==> src/rtl/mdio_controller_if.sv <==
// Bundles the user-side request/response signals and the MDIO line signals of the controller.
interface mdio_controller_if;
  logic        mdio_start;
  logic [31:0] t_data;
  logic        mdio_in;
  logic        mdc;
  logic        mdio_out;
  logic        mdio_oe;
  logic [15:0] rd_data;
  logic        data_rdy;
  logic        busy;

  modport master (
    input  mdio_start, t_data, mdio_in,
    output mdc, mdio_out, mdio_oe, rd_data, data_rdy, busy
  );

  modport slave (
    output mdio_start, t_data, mdio_in,
    input  mdc, mdio_out, mdio_oe, rd_data, data_rdy, busy
  );
endinterface

==> src/rtl/mdio_controller.sv <==
// MDIO station-management controller: divides clk down to MDC and shifts a 32-bit management
// frame (optionally preceded by a preamble) onto the line, capturing 16 data bits on reads.
module mdio_controller #(
  parameter int unsigned MDC_HALF = 2,
  parameter int unsigned PRE_LEN  = 0
) (
  input logic               clk,
  input logic               rst,
  mdio_controller_if.master bus
);

  localparam int unsigned     CntW    = (MDC_HALF > 1) ? $clog2(MDC_HALF) : 1;
  localparam int unsigned     PreW    = (PRE_LEN > 1) ? $clog2(PRE_LEN) : 1;
  localparam logic [CntW-1:0] CntLast = CntW'(MDC_HALF - 1);
  localparam logic [PreW-1:0] PreLast = PreW'((PRE_LEN > 0) ? PRE_LEN - 1 : 0);

  typedef enum logic [2:0] {StIdle, StArm, StPre, StFrame, StDone} state_e;

  state_e          state_q, state_d;
  logic [CntW-1:0] cnt_q, cnt_d;
  logic            mdc_q, mdc_d;
  logic [31:0]     shift_q, shift_d;
  logic            is_read_q, is_read_d;
  logic [4:0]      bit_q, bit_d;
  logic [PreW-1:0] pre_q, pre_d;
  logic [15:0]     cap_q, cap_d;
  logic            out_q, out_d;
  logic            oe_q, oe_d;
  logic [15:0]     rd_data_q, rd_data_d;
  logic            rdy_q, rdy_d;
  logic            busy_q, busy_d;
  logic            wrap, rise, fall;

  always_ff @(posedge clk) begin
    if (rst) begin
      state_q   <= StIdle;
      cnt_q     <= '0;
      mdc_q     <= 1'b0;
      shift_q   <= '0;
      is_read_q <= 1'b0;
      bit_q     <= '0;
      pre_q     <= '0;
      cap_q     <= '0;
      out_q     <= 1'b0;
      oe_q      <= 1'b0;
      rd_data_q <= '0;
      rdy_q     <= 1'b0;
      busy_q    <= 1'b0;
    end else begin
      state_q   <= state_d;
      cnt_q     <= cnt_d;
      mdc_q     <= mdc_d;
      shift_q   <= shift_d;
      is_read_q <= is_read_d;
      bit_q     <= bit_d;
      pre_q     <= pre_d;
      cap_q     <= cap_d;
      out_q     <= out_d;
      oe_q      <= oe_d;
      rd_data_q <= rd_data_d;
      rdy_q     <= rdy_d;
      busy_q    <= busy_d;
    end
  end

  always_comb begin
    // rise/fall mark the clk cycle in which the registered mdc changes level.
    wrap      = (cnt_q == CntLast);
    rise      = wrap & ~mdc_q;
    fall      = wrap & mdc_q;
    cnt_d     = wrap ? '0 : cnt_q + 1'b1;
    mdc_d     = wrap ? ~mdc_q : mdc_q;

    state_d   = state_q;
    shift_d   = shift_q;
    is_read_d = is_read_q;
    bit_d     = bit_q;
    pre_d     = pre_q;
    cap_d     = cap_q;
    out_d     = out_q;
    oe_d      = oe_q;
    rd_data_d = rd_data_q;
    rdy_d     = 1'b0;
    busy_d    = busy_q;

    unique case (state_q)
      StIdle: begin
        if (bus.mdio_start) begin
          shift_d   = bus.t_data;
          is_read_d = (bus.t_data[29:28] == 2'b10);
          busy_d    = 1'b1;
          state_d   = StArm;
        end
      end
      StArm: begin
        if (fall) begin
          oe_d  = 1'b1;
          bit_d = '0;
          if (PRE_LEN > 0) begin
            out_d   = 1'b1;
            pre_d   = '0;
            state_d = StPre;
          end else begin
            out_d   = shift_q[31];
            state_d = StFrame;
          end
        end
      end
      StPre: begin
        if (fall) begin
          if (pre_q == PreLast) begin
            out_d   = shift_q[31];
            state_d = StFrame;
          end else begin
            pre_d = pre_q + 1'b1;
          end
        end
      end
      StFrame: begin
        if (rise && is_read_q && bit_q[4]) cap_d = {cap_q[14:0], bus.mdio_in};
        if (fall) begin
          if (bit_q == 5'd31) begin
            oe_d    = 1'b0;
            out_d   = 1'b0;
            busy_d  = 1'b0;
            rdy_d   = 1'b1;
            state_d = StDone;
            if (is_read_q) rd_data_d = cap_q;
          end else begin
            bit_d   = bit_q + 5'd1;
            shift_d = {shift_q[30:0], 1'b0};
            // Read frames hand the line to the PHY from bit 16 onwards.
            if (is_read_q && (bit_q >= 5'd15)) begin
              oe_d  = 1'b0;
              out_d = 1'b0;
            end else begin
              out_d = shift_q[30];
            end
          end
        end
      end
      StDone: begin
        state_d = StIdle;
      end
      default: begin
        state_d = StIdle;
      end
    endcase
  end

  assign bus.mdc      = mdc_q;
  assign bus.mdio_out = out_q;
  assign bus.mdio_oe  = oe_q;
  assign bus.rd_data  = rd_data_q;
  assign bus.data_rdy = rdy_q;
  assign bus.busy     = busy_q;

endmodule
==> src/flat_wrapper.sv <==
// flat-port wrapper written by rule: the top's interface ports become plain ports
module mdio_controller_flat 
#(
  parameter int unsigned MDC_HALF = 2,
  parameter int unsigned PRE_LEN  = 0
)
  (clk, rst, bus_mdio_start, bus_t_data, bus_mdio_in, bus_mdc, bus_mdio_out, bus_mdio_oe, bus_rd_data, bus_data_rdy, bus_busy);
  mdio_controller_if bus_i ();
  input logic clk;
  input logic rst;
  input wire logic [$bits(bus_i.mdio_start)-1:0] bus_mdio_start;
  input wire logic [$bits(bus_i.t_data)-1:0] bus_t_data;
  input wire logic [$bits(bus_i.mdio_in)-1:0] bus_mdio_in;
  output wire logic [$bits(bus_i.mdc)-1:0] bus_mdc;
  output wire logic [$bits(bus_i.mdio_out)-1:0] bus_mdio_out;
  output wire logic [$bits(bus_i.mdio_oe)-1:0] bus_mdio_oe;
  output wire logic [$bits(bus_i.rd_data)-1:0] bus_rd_data;
  output wire logic [$bits(bus_i.data_rdy)-1:0] bus_data_rdy;
  output wire logic [$bits(bus_i.busy)-1:0] bus_busy;
  assign bus_i.mdio_start = bus_mdio_start;
  assign bus_i.t_data = bus_t_data;
  assign bus_i.mdio_in = bus_mdio_in;
  assign bus_mdc = bus_i.mdc;
  assign bus_mdio_out = bus_i.mdio_out;
  assign bus_mdio_oe = bus_i.mdio_oe;
  assign bus_rd_data = bus_i.rd_data;
  assign bus_data_rdy = bus_i.data_rdy;
  assign bus_busy = bus_i.busy;
  mdio_controller #(.MDC_HALF(MDC_HALF), .PRE_LEN(PRE_LEN)) u_core (.clk(clk), .rst(rst), .bus(bus_i));
endmodule
==> config.mk <==
export PLATFORM = sky130hd
export DESIGN_NAME = mdio_controller_flat
export DESIGN_NICKNAME = d
export VERILOG_FILES = /design/src/rtl/mdio_controller_if.sv /design/src/rtl/mdio_controller.sv /design/src/flat_wrapper.sv
export SDC_FILE = /design/constraint.sdc
export NUM_CORES = 1
export LEC_CHECK = 0
export ABC_CLOCK_PERIOD_IN_PS = 2770
export BUFFER_PORTS_ARGS = -buffer_cell sky130_fd_sc_hd__buf_2
export CELL_PAD_IN_SITES_DETAIL_PLACEMENT = 1
export CELL_PAD_IN_SITES_GLOBAL_PLACEMENT = 1
export CORE_ASPECT_RATIO = 0.9
export CORE_MARGIN = 2
export CORE_UTILIZATION = 42
export CTS_CLUSTER_SIZE = 14
export DETAILED_ROUTE_END_ITERATION = 10
export PLACE_DENSITY_LB_ADDON = 0.1
export SLEW_MARGIN = 10
export SYNTH_ARGS = -nofsm -noshare
export SYNTH_HDL_FRONTEND = slang
export SYNTH_SLANG_ARGS = --single-unit
==> constraint.sdc <==
create_clock -name clk -period 2.77 [get_ports clk]
set_clock_uncertainty 0.05 [all_clocks]
set_input_delay 0.554 -clock clk [delete_from_list [all_inputs] [get_ports clk]]
set_output_delay 0.554 -clock clk [all_outputs]
set_load 0.05 [all_outputs]
==> out/qor.txt, run 1 <==
Status: complete, no violations
CTS root buf: clkbuf_8
Worst Tran Pin Value: 0.597 ns
Post-synth EDFFs: 0
Crit path DAT: 2.66 ns
Netlist cell types: 39
DRT Pass-1 Iters: 4
IR drop worst, VDD: 0.000264 V
Final Hold Vio Count: 0
Clock transition at path regs: 0.10 ns
Core area: 8070 um2
Slew headroom: 60.1%
Fraction of layout cells with a size suffix above 1: 26.0%
Placed Instance Area: 3800 um2
Area taken by multi-input logic gates: 1720 um2
Grt ovf: 0
# Max-Cap Violations: 0
Max Slew Vio Count: 0
Period utilization: 88.2%
DIE AREA: 9050 um2
Ant. Diodes: 0
Site Rows: 31
Die width: 100 um
RSZ-0062 raised after global routing: no
Starting Density: 43.2%
P&R area growth vs syn: 14.2%
Mean Syn Cell Area: 8.92 um2
Post-Syn Area: 3490 um2
Critical path class: reg2reg
Clock sink count: 79
Worst setup EP type: register
Global Route Usage Sum: 17.9%
Fill count: 983
Max Freq: 0.409 GHz
Setup total negative slack: 0 ns
Worst min-delay path class: in2reg
Die height: 90.4 um
Flops & latches, synth: 79
Post-cts resize count: 0
Vias: 2860
Post-Syn Nets: 430
Reg area: 1580 um2
Synth Warn #: 0
WL final: 7.72 mm
Largest net degree at the start of global routing: 64
Power density over cell area: 571 nW/um2
Asr flop ratio synth: 0%
Setup crit start kind: register
CTS tree: yes
Initial DRC Count: 93
Number of global-route vias before repair: 2822
Post-DP HPWL: 5.21 mm
Nets: 473
ANT nets after route: 0
Worst Path Required: 2.98 ns
Initial antenna violation count: 0
Worst Path Max Fanout: 63
Avg WL per Cell: 14.4 um
Vias/cell: 5.32
Clock latency on the worst-skew pair: 0.36 ns
Port Buffers: 56
Fin area: 3980 um2
Top_reg_cell synth: dfxtp_1
Cts hold-fix bufs: 0
Minimum clock period: 2.44 ns
Leakage Power: 1.49 nW
Global-route wire length before repair: 13.2 mm
Final setup viols: 0
RePlAce Congestion: 0.765
Residual DRC: 0
Bufs on Longest Clock Path: 2
I/O pin total: 57
Mapped Cells: 391
Num CTS Buffers: 9
Setup bufs post-CTS: 0
H-Tree Level Count: 3
Seq/Total Area, Yosys: 45.4%
## worst paths after layout
check                              start                      to  slack (ns)  cells after the start
setup / recovery         u_core.bit_q[0]      u_core.shift_q[24]        0.33                      8
hold / removal               bus_mdio_in         u_core.cap_q[0]        0.39                      3
setup reg to reg         u_core.bit_q[0]      u_core.shift_q[24]        0.33                      8
hold reg to reg   u_core.bus.rd_data[11]  u_core.bus.rd_data[11]        0.40                      2
## logic make-up (layout without fill, tap and decap cells)
family / after synthesis / count (layout) / share of synthesized area, %
compound gates: 68 / 68 / 19.6
xor+xnor: 1 / 1 / 0.251
fa+ha+maj: 4 / 4 / 1.36
buf+inv: 35 / 83 / 5.35
flops: 79 / 79 / 45.4
mux: 17 / 17 / 4.88
simple gates: 187 / 187 / 23.2
## routing by layer
layer	vias up	track usage [%]	wire length, um
li1	1430	-	-
met3	14	4.33	301
met4	0	7.19	133
met5	-	0	0
met1	1363	21.9	3560
met2	53	29.9	3720
## cell type report
type                            count  area share (%)
Tap cell                           99            3.11
Clock inverter                      7            1.51
Sequential cell                    79            39.7
Inverter                            4           0.377
Timing Repair Buffer               63            8.99
Clock buffer                        9            3.11
Multi-Input combinational cell    277            43.2
## where the power goes
group / internal [mW] / switching [mW]
logic: 0.102 / 0.140
clock network: 0.341 / 0.470
registers: 1.19 / 0.0350
## Yosys cell counts, drive strengths merged, types with 2 or more instances
cell type  number  share of area [%]
inv             4               0.43
nand4b          3               0.75
nand3           2               0.29
nor2           60                6.7
nor3            4               0.57
o21ai           3               0.43
nor4            6                1.1
nand3b          3               0.65
a21oi          24                3.4
a21o            2               0.43
dfxtp          79                 45
mux2i          17                4.9
buf            17                3.4
nand2         100                 11
ha              3                1.1
or2             2               0.36
a311oi         32                 13
clkbuf         14                1.5
## worst max-delay path, stage by stage (launching register included)
cell       delay [ns]
dfxtp_1          0.35
ha_1             0.24
and3_1           0.21
ha_1             0.28
and4bb_2         0.38
a2bb2oi_4        0.17
buf_12           0.31
nor2_1           0.10
a311oi_2         0.26
## cells in the final DEF, fill, tap and decap left out, types with 2 or more instances in the layout
master and count:
nand2_1 100, dfxtp_1 79, nor2_1 59, buf_2 56, a311oi_2 29, a21oi_1 24
mux2i_1 17, clkbuf_8 9, nor4_1 6, buf_4 5, inv_1 4, nor3_1 4
nand3b_1 3, nand4b_1 3, o21ai_0 3, a311oi_1 3, ha_1 3, inv_6 3
clkinvlp_4 3, nand3_1 2, or2_2 2, a21o_1 2, buf_12 2
## registers in the layout, summed over array words and instances, names as in the netlist
| name | flops |
|---|---|
| u_core.shift_q | 32 |
| u_core.bus.rd_data | 16 |
| u_core.cap_q | 16 |
| u_core.bit_q | 5 |
| u_core.state_q | 3 |
| u_core.bus.busy | 1 |
| u_core.bus.data_rdy | 1 |
| u_core.bus.mdc | 1 |
| u_core.bus.mdio_oe | 1 |
| u_core.bus.mdio_out | 1 |
| u_core.cnt_q | 1 |
| u_core.is_read_q | 1 |
## per-stage QoR
| step | hold slack, ns | cells | power, mW | setup slack [ns] | util, % |
|---|---|---|---|---|---|
| 6_report | 0.388 | 538 | 2.27 | 0.326 | 49.3 |
| 5_1_grt | 0.400 | 538 | 2.38 | 0.190 | 49.3 |
| 3_5_place_dp | 0.395 | 522 | 1.49 | 0.331 | 47.1 |
| 4_1_cts | 0.364 | 538 | 2.31 | 0.315 | 49.3 |
| 3_3_place_gp | 0.390 | 522 | 1.48 | 0.471 | 47.1 |
| 2_1_floorplan | 0.381 | 391 | 1.43 | 0.665 | - |
No activity file was read; power rests on OpenSTA's default activity.
==> run 2, diff against run 1 <==
Settings changed: CAP_MARGIN from default to 20, CTS_BUF_LIST from default to sky130_fd_sc_hd__clkbuf_16.
==> run 2 against run 1 <==
First-iteration DRC count down 11%. Global-route usage is 0.062 points higher. Flip-flop and latch count unchanged. Critical endpoint is now u_core.shift_q[30]. Largest power group unchanged. Non-clock buffer count stayed put. Critical path type unchanged.
==> out/qor.txt, run 2 (synthesis gave the netlist of run 1 again) <==
Site Rows: 31 (unchanged)
Logic pwr share: 9.3% (-1.3 points)
Worst min-delay path class: reg2reg
Global Route Usage Sum: 17.9% (+0.062 points)
Starting Density: 43.2% (unchanged)
DRT Pass-1 Iters: 4 (unchanged)
ANT nets after route: 0 (unchanged)
Global-route wire length before repair: 13.3 mm (+0.89%)
Leakage Power: 1.54 nW (+3.1%)
Clock network fraction of total power: 43.5% (+7.8 points)
Period utilization: 88.6% (+0.41 points)
Slew headroom: 60.6% (+0.51 points)
Die height: 90.4 um (unchanged)
Power density over cell area: 635 nW/um2 (+11%)
Clock latency on the worst-skew pair: 0.33 ns (-0.03 ns)
Cts hold-fix bufs: 0 (unchanged)
Largest net degree at the start of global routing: 64 (unchanged)
Max Slew Vio Count: 0 (unchanged)
Vias: 2852 (-0.28%)
Setup total negative slack: 0 ns (unchanged)
Fraction of layout cells with a size suffix above 1: 26.0% (unchanged)
Ant. Diodes: 0 (unchanged)
Final Hold Vio Count: 0 (unchanged)
Core area: 8070 um2 (unchanged)
Worst Path Max Fanout: 63 (unchanged)
RSZ-0062 raised after global routing: no
Status: complete, no violations
Max Freq: 0.407 GHz (-0.47%)
Worst Path Required: 2.96 ns (-0.02 ns)
Minimum clock period: 2.46 ns (+0.0114 ns)
Reg-to-reg slack, setup: 0.31 ns (about the same)
Clock sink count: 79 (unchanged)
Initial antenna violation count: 0 (unchanged)
WL final: 7.79 mm (+0.84%)
RePlAce Congestion: 0.765 (unchanged)
Num CTS Buffers: 9 (unchanged)
Placed Instance Area: 3800 um2 (unchanged)
Nets: 473 (unchanged)
Bufs on Longest Clock Path: 2 (unchanged)
Residual DRC: 0 (unchanged)
Fin area: 4080 um2 (+2.5%)
Sw Pwr: 0.680 mW (+5.5%)
CTS root buf: clkbuf_16
Avg WL per Cell: 14.5 um (+0.84%)
Most frequent cells in the layout: nand2_1, dfxtp_1, nor2_1, buf_2, a311oi_2
H-Tree Level Count: 3 (unchanged)
Worst setup EP type: register
Port Buffers: 56 (unchanged)
Final WS setup: 0.315 ns (-0.0114 ns)
Crit path DAT: 2.64 ns (-0.02 ns)
P&R area growth vs syn: 17.1%
Commonest non-fill, non-tap cell in the layout: nand2_1
CTS tree: yes
Net Sw Frac: 26.2% (-2.1 points)
Initial DRC Count: 83 (-11%)
Int Pwr: 1.91 mW (+17%)
Final setup viols: 0 (unchanged)
Number of global-route vias before repair: 2846 (+0.85%)
Clock transition at path regs: 0.06 ns (-0.04 ns)
Post-DP HPWL: 5.21 mm (unchanged)
Final Power: 2.59 mW (+14%)
IR drop worst, VDD: 0.000317 V (+20%)
I/O pin total: 57 (unchanged)
Largest register FFs: 32 (unchanged)
Setup bufs post-CTS: 0 (unchanged)
Worst Tran Pin Value: 0.590 ns (-0.00766 ns)
Post-cts resize count: 0 (unchanged)
Largest reg by FF count: u_core.shift_q
Grt ovf: 0 (unchanged)
Die width: 100 um (unchanged)
DIE AREA: 9050 um2 (unchanged)
Sequential power share: 47.2% (-6.5 points)
Critical path class: reg2reg
Setup crit start kind: register
Place WS: 0.331 ns (unchanged)
# Max-Cap Violations: 0 (unchanged)
Vias/cell: 5.30 (-0.28%)
[run 2: cell count changes in the layout (fill, tap and decap cells not counted)]
cell	delta
clkbuf_16	+9
clkbuf_8	-9
[run 2: worst paths after layout]
check                                       startpoint                      to  depth (start not counted)
worst min-delay path            u_core.bus.rd_data[11]  u_core.bus.rd_data[11]                          2
worst max-delay path                   u_core.bit_q[0]      u_core.shift_q[30]                          8
worst min register to register  u_core.bus.rd_data[11]  u_core.bus.rd_data[11]                          2
worst max register to register         u_core.bit_q[0]      u_core.shift_q[30]                          8
[run 2: worst max-delay path, stage by stage, from the launching register on]
cell and delay [ns]:
dfxtp_1 0.34, ha_1 0.24, and3_1 0.21, ha_1 0.27
and4bb_2 0.38, a2bb2oi_4 0.16, buf_12 0.30, nor2_1 0.11
a311oi_2 0.27
[run 2: final cells by class]
class / instances / area, um2
Inverter: 4 / 15.0
Sequential cell: 79 / 1580
Clock inverter: 7 / 60.1
Timing Repair Buffer: 63 / 358
Fill cell: 973 / 3990
Tap cell: 99 / 124
Multi-Input combinational cell: 277 / 1720
Clock buffer: 9 / 225
[run 2: metal layers]
layer | part of all wire [%] | global-route usage, %
met4 | 1.2 | 6.05
met5 | 0 | 0
met1 | 46 | 22.2
met2 | 49 | 30.3
met3 | 3.8 | 4.41
[run 2: through the flow]
stage | util, % | hold slack, ns | std cells
floorplan | - | 0.381 | 391
global placement | 47.1 | 0.390 | 522
detailed placement | 47.1 | 0.395 | 522
CTS | 50.6 | 0.403 | 538
global route | 50.6 | 0.428 | 538
finish | 50.6 | 0.400 | 538
[run 2: power by group through the flow]
stage | Sequential [mW] | Combinational [mW] | Clock, mW
after global placement | 1.24 | 0.234 | 0
after floorplan | 1.25 | 0.182 | 0
final | 1.22 | 0.242 | 1.13
after CTS | 1.22 | 0.246 | 1.15
after detailed placement | 1.25 | 0.246 | 0
after global routing | 1.23 | 0.268 | 1.21
==> run 3, diff against run 2 <==
Settings changed: ABC_CLOCK_PERIOD_IN_PS 2770 to 2340.
Clock period 2.77 ns to 2.34 ns, I/O delays scaled along.
==> run 3 against run 2 <==
Worst setup slack got worse by 0.19 ns. Final cell count increased by 1.1%. Clock-buffer cell count unchanged. Critical path depth unchanged. Non-clock buffer count increased by 6. Highest routed layer unchanged.
==> out/qor.txt, run 3 (synthesis gave the netlist of run 1 again) <==
Hold_sp: bus_t_data[0]
Setup crit start kind: register
Max Freq: 0.451 GHz (+11%)
Cts hold-fix bufs: 0 (unchanged)
Clock latency on the worst-skew pair: 0.34 ns (about the same)
Starting Density: 43.2% (unchanged)
Post-DP HPWL: 5.11 mm (-1.9%)
Core area: 8070 um2 (unchanged)
Worst Path Max Fanout: 22 (-65%)
Fraction of layout cells with a size suffix above 1: 27.2% (+1.2 points)
Site Rows: 31 (unchanged)
Fill count: 978 (+0.51%)
Min-Delay Path Depth: 3 (+1)
Minimum clock period: 2.22 ns (-0.237 ns)
Bufs on Longest Clock Path: 2 (unchanged)
DIE AREA: 9050 um2 (unchanged)
Ant. Diodes: 0 (unchanged)
Period utilization: 94.8% (+6.2 points)
Max incr delay on CP: 0.35 ns (-0.03 ns)
Setup total negative slack: 0 ns (unchanged)
Final Hold Vio Count: 0 (unchanged)
Leakage Power: 1.58 nW (+2.8%)
IR drop worst, VDD: 0.000299 V (-5.8%)
Clock sink count: 79 (unchanged)
Largest reg by FF count: u_core.shift_q
FF-to-FF path depth: 8 (unchanged)
Initial DRC Count: 90 (+8.4%)
Slew headroom: 64.6% (+4.0 points)
Die height: 90.4 um (unchanged)
Worst min-delay path class: in2reg
Global-route wire length before repair: 12.9 mm (-2.8%)
Critical path class: reg2reg
Final hold slack: 0.329 ns (-0.0708 ns)
M1 wire length: 3.52 mm (-2.7%)
Number of global-route vias before repair: 2816 (-1.1%)
Max Slew Vio Count: 0 (unchanged)
Worst Path Required: 2.53 ns (-0.43 ns)
Largest net degree at the start of global routing: 80 (+25%)
Vias/cell: 5.18 (-2.2%)
Commonest non-fill, non-tap cell in the layout: nand2_1
Power density over cell area: 736 nW/um2 (+16%)
Most used cell, CP: ha_1
Residual DRC: 0 (unchanged)
Final setup viols: 0 (unchanged)
DRT Pass-1 Iters: 4 (unchanged)
Area taken by multi-input logic gates: 1720 um2 (+0.36%)
Worst Tran Pin Value: 0.530 ns (-0.0599 ns)
Reg-to-reg slack, setup: 0.12 ns (-0.19 ns)
Largest register FFs: 32 (unchanged)
Highest metal used: met4
Grt ovf: 0 (unchanged)
Reg area: 1580 um2 (unchanged)
ANT nets after route: 0 (unchanged)
Met2 wire length: 3.85 mm (+1.8%)
Crit path DAT: 2.41 ns (-0.23 ns)
Num CTS Buffers: 9 (unchanged)
Avg WL per Cell: 14.2 um (-1.7%)
Clock transition at path regs: 0.06 ns (about the same)
I/O pin total: 57 (unchanged)
Die width: 100 um (unchanged)
Initial antenna violation count: 0 (unchanged)
CTS tree: yes
Status: complete, no violations
Slowest-stage cell, CP: dfxtp_1
P&R area growth vs syn: 19.3%
Most frequent cells in the layout: nand2_1, dfxtp_1, nor2_1, buf_2, a311oi_2
H-Tree Level Count: 3 (unchanged)
Worst setup EP type: register
RePlAce Congestion: 0.742 (-3.0%)
Met3 wire length: 282 um (-3.4%)
R2R Path End: u_core.shift_q[3]
Reg-to-Reg Start: u_core.bit_q[0]
Hold Path End: u_core.shift_q[0]
CTS root buf: clkbuf_16
Vias: 2819 (-1.2%)
Critical-path cell list: ha_1 > and3_1 > ha_1 > and4bb_2 > a2bb2oi_4 > buf_12 > nor2_1 > a311oi_2
WL final: 7.74 mm (-0.60%)
Global Route Usage Sum: 17.8% (-0.13 points)
# Max-Cap Violations: 0 (unchanged)
Nets: 479 (+1.3%)
Port Buffers: 56 (unchanged)
[run 3: cell count changes in the layout (fill, tap and decap cells not counted), sizes merged]
cell	previous run	this run
clkinv	0	3
buf	63	68
inv	8	6
clkinvlp	3	2
clkbuf	9	10
[run 3: worst max-delay path: cells and delay by family (launching register included)]
family / cells / cell delay [ns]
AND/OR/NAND/NOR: 3 / 0.62
AO/OA/AOI/OAI: 2 / 0.48
adder cells (fa/ha/maj): 2 / 0.43
flip-flops: 1 / 0.35
buffers and inverters: 1 / 0.20
[run 3: layout make-up]
| type | count | area share [%] |
|---|---|---|
| Inverter | 4 | 0.361 |
| Sequential cell | 79 | 38.0 |
| Tap cell | 99 | 2.98 |
| Clock inverter | 7 | 1.32 |
| Multi-Input combinational cell | 277 | 41.5 |
| Clock buffer | 9 | 5.42 |
| Timing Repair Buffer | 69 | 10.4 |
[run 3: timing repair]
action	in CTS	in global routing
resized for setup	0	1
buffers inserted	0	1
setup endpoints to repair	0	12
[run 3: worst max path at each step]
stage | startpoint | end | cells after the start
after floorplan | u_core.bit_q[0] | u_core.shift_q[30] | 8
after detailed placement | u_core.bit_q[0] | u_core.shift_q[14] | 8
after CTS | u_core.bit_q[0] | u_core.shift_q[14] | 8
after global placement | u_core.bit_q[0] | u_core.shift_q[12] | 8
after global routing | u_core.bit_q[0] | u_core.shift_q[30] | 8
final | u_core.bit_q[0] | u_core.shift_q[3] | 8
[run 3: per-layer routing]
layer  up-vias  global-route usage (%)
li1       1441                       -
met1      1319                    21.0
met5         -                       0
met2        50                    31.0
met3         9                    4.95
met4         0                    5.82
[run 3: stage by stage]
step           power [mW]  worst slack (ns)  utilization (%)  cell area (um2)  std cells
6_report             3.06             0.122             51.5             4160        544
5_1_grt              3.20          -0.00362             51.5             4160        544
4_1_cts              3.10            0.0500             51.1             4120        542
3_5_place_dp         1.77            0.0756             47.6             3840        526
3_3_place_gp         1.76             0.204             47.6             3840        526
2_1_floorplan        1.69             0.235                -             3490        391
[run 3: where the power goes]
group / switching (mW) / internal [mW]
combinational: 0.169 / 0.138
clock: 0.579 / 0.727
sequential: 0.0413 / 1.41
total: 0.789 / 2.27
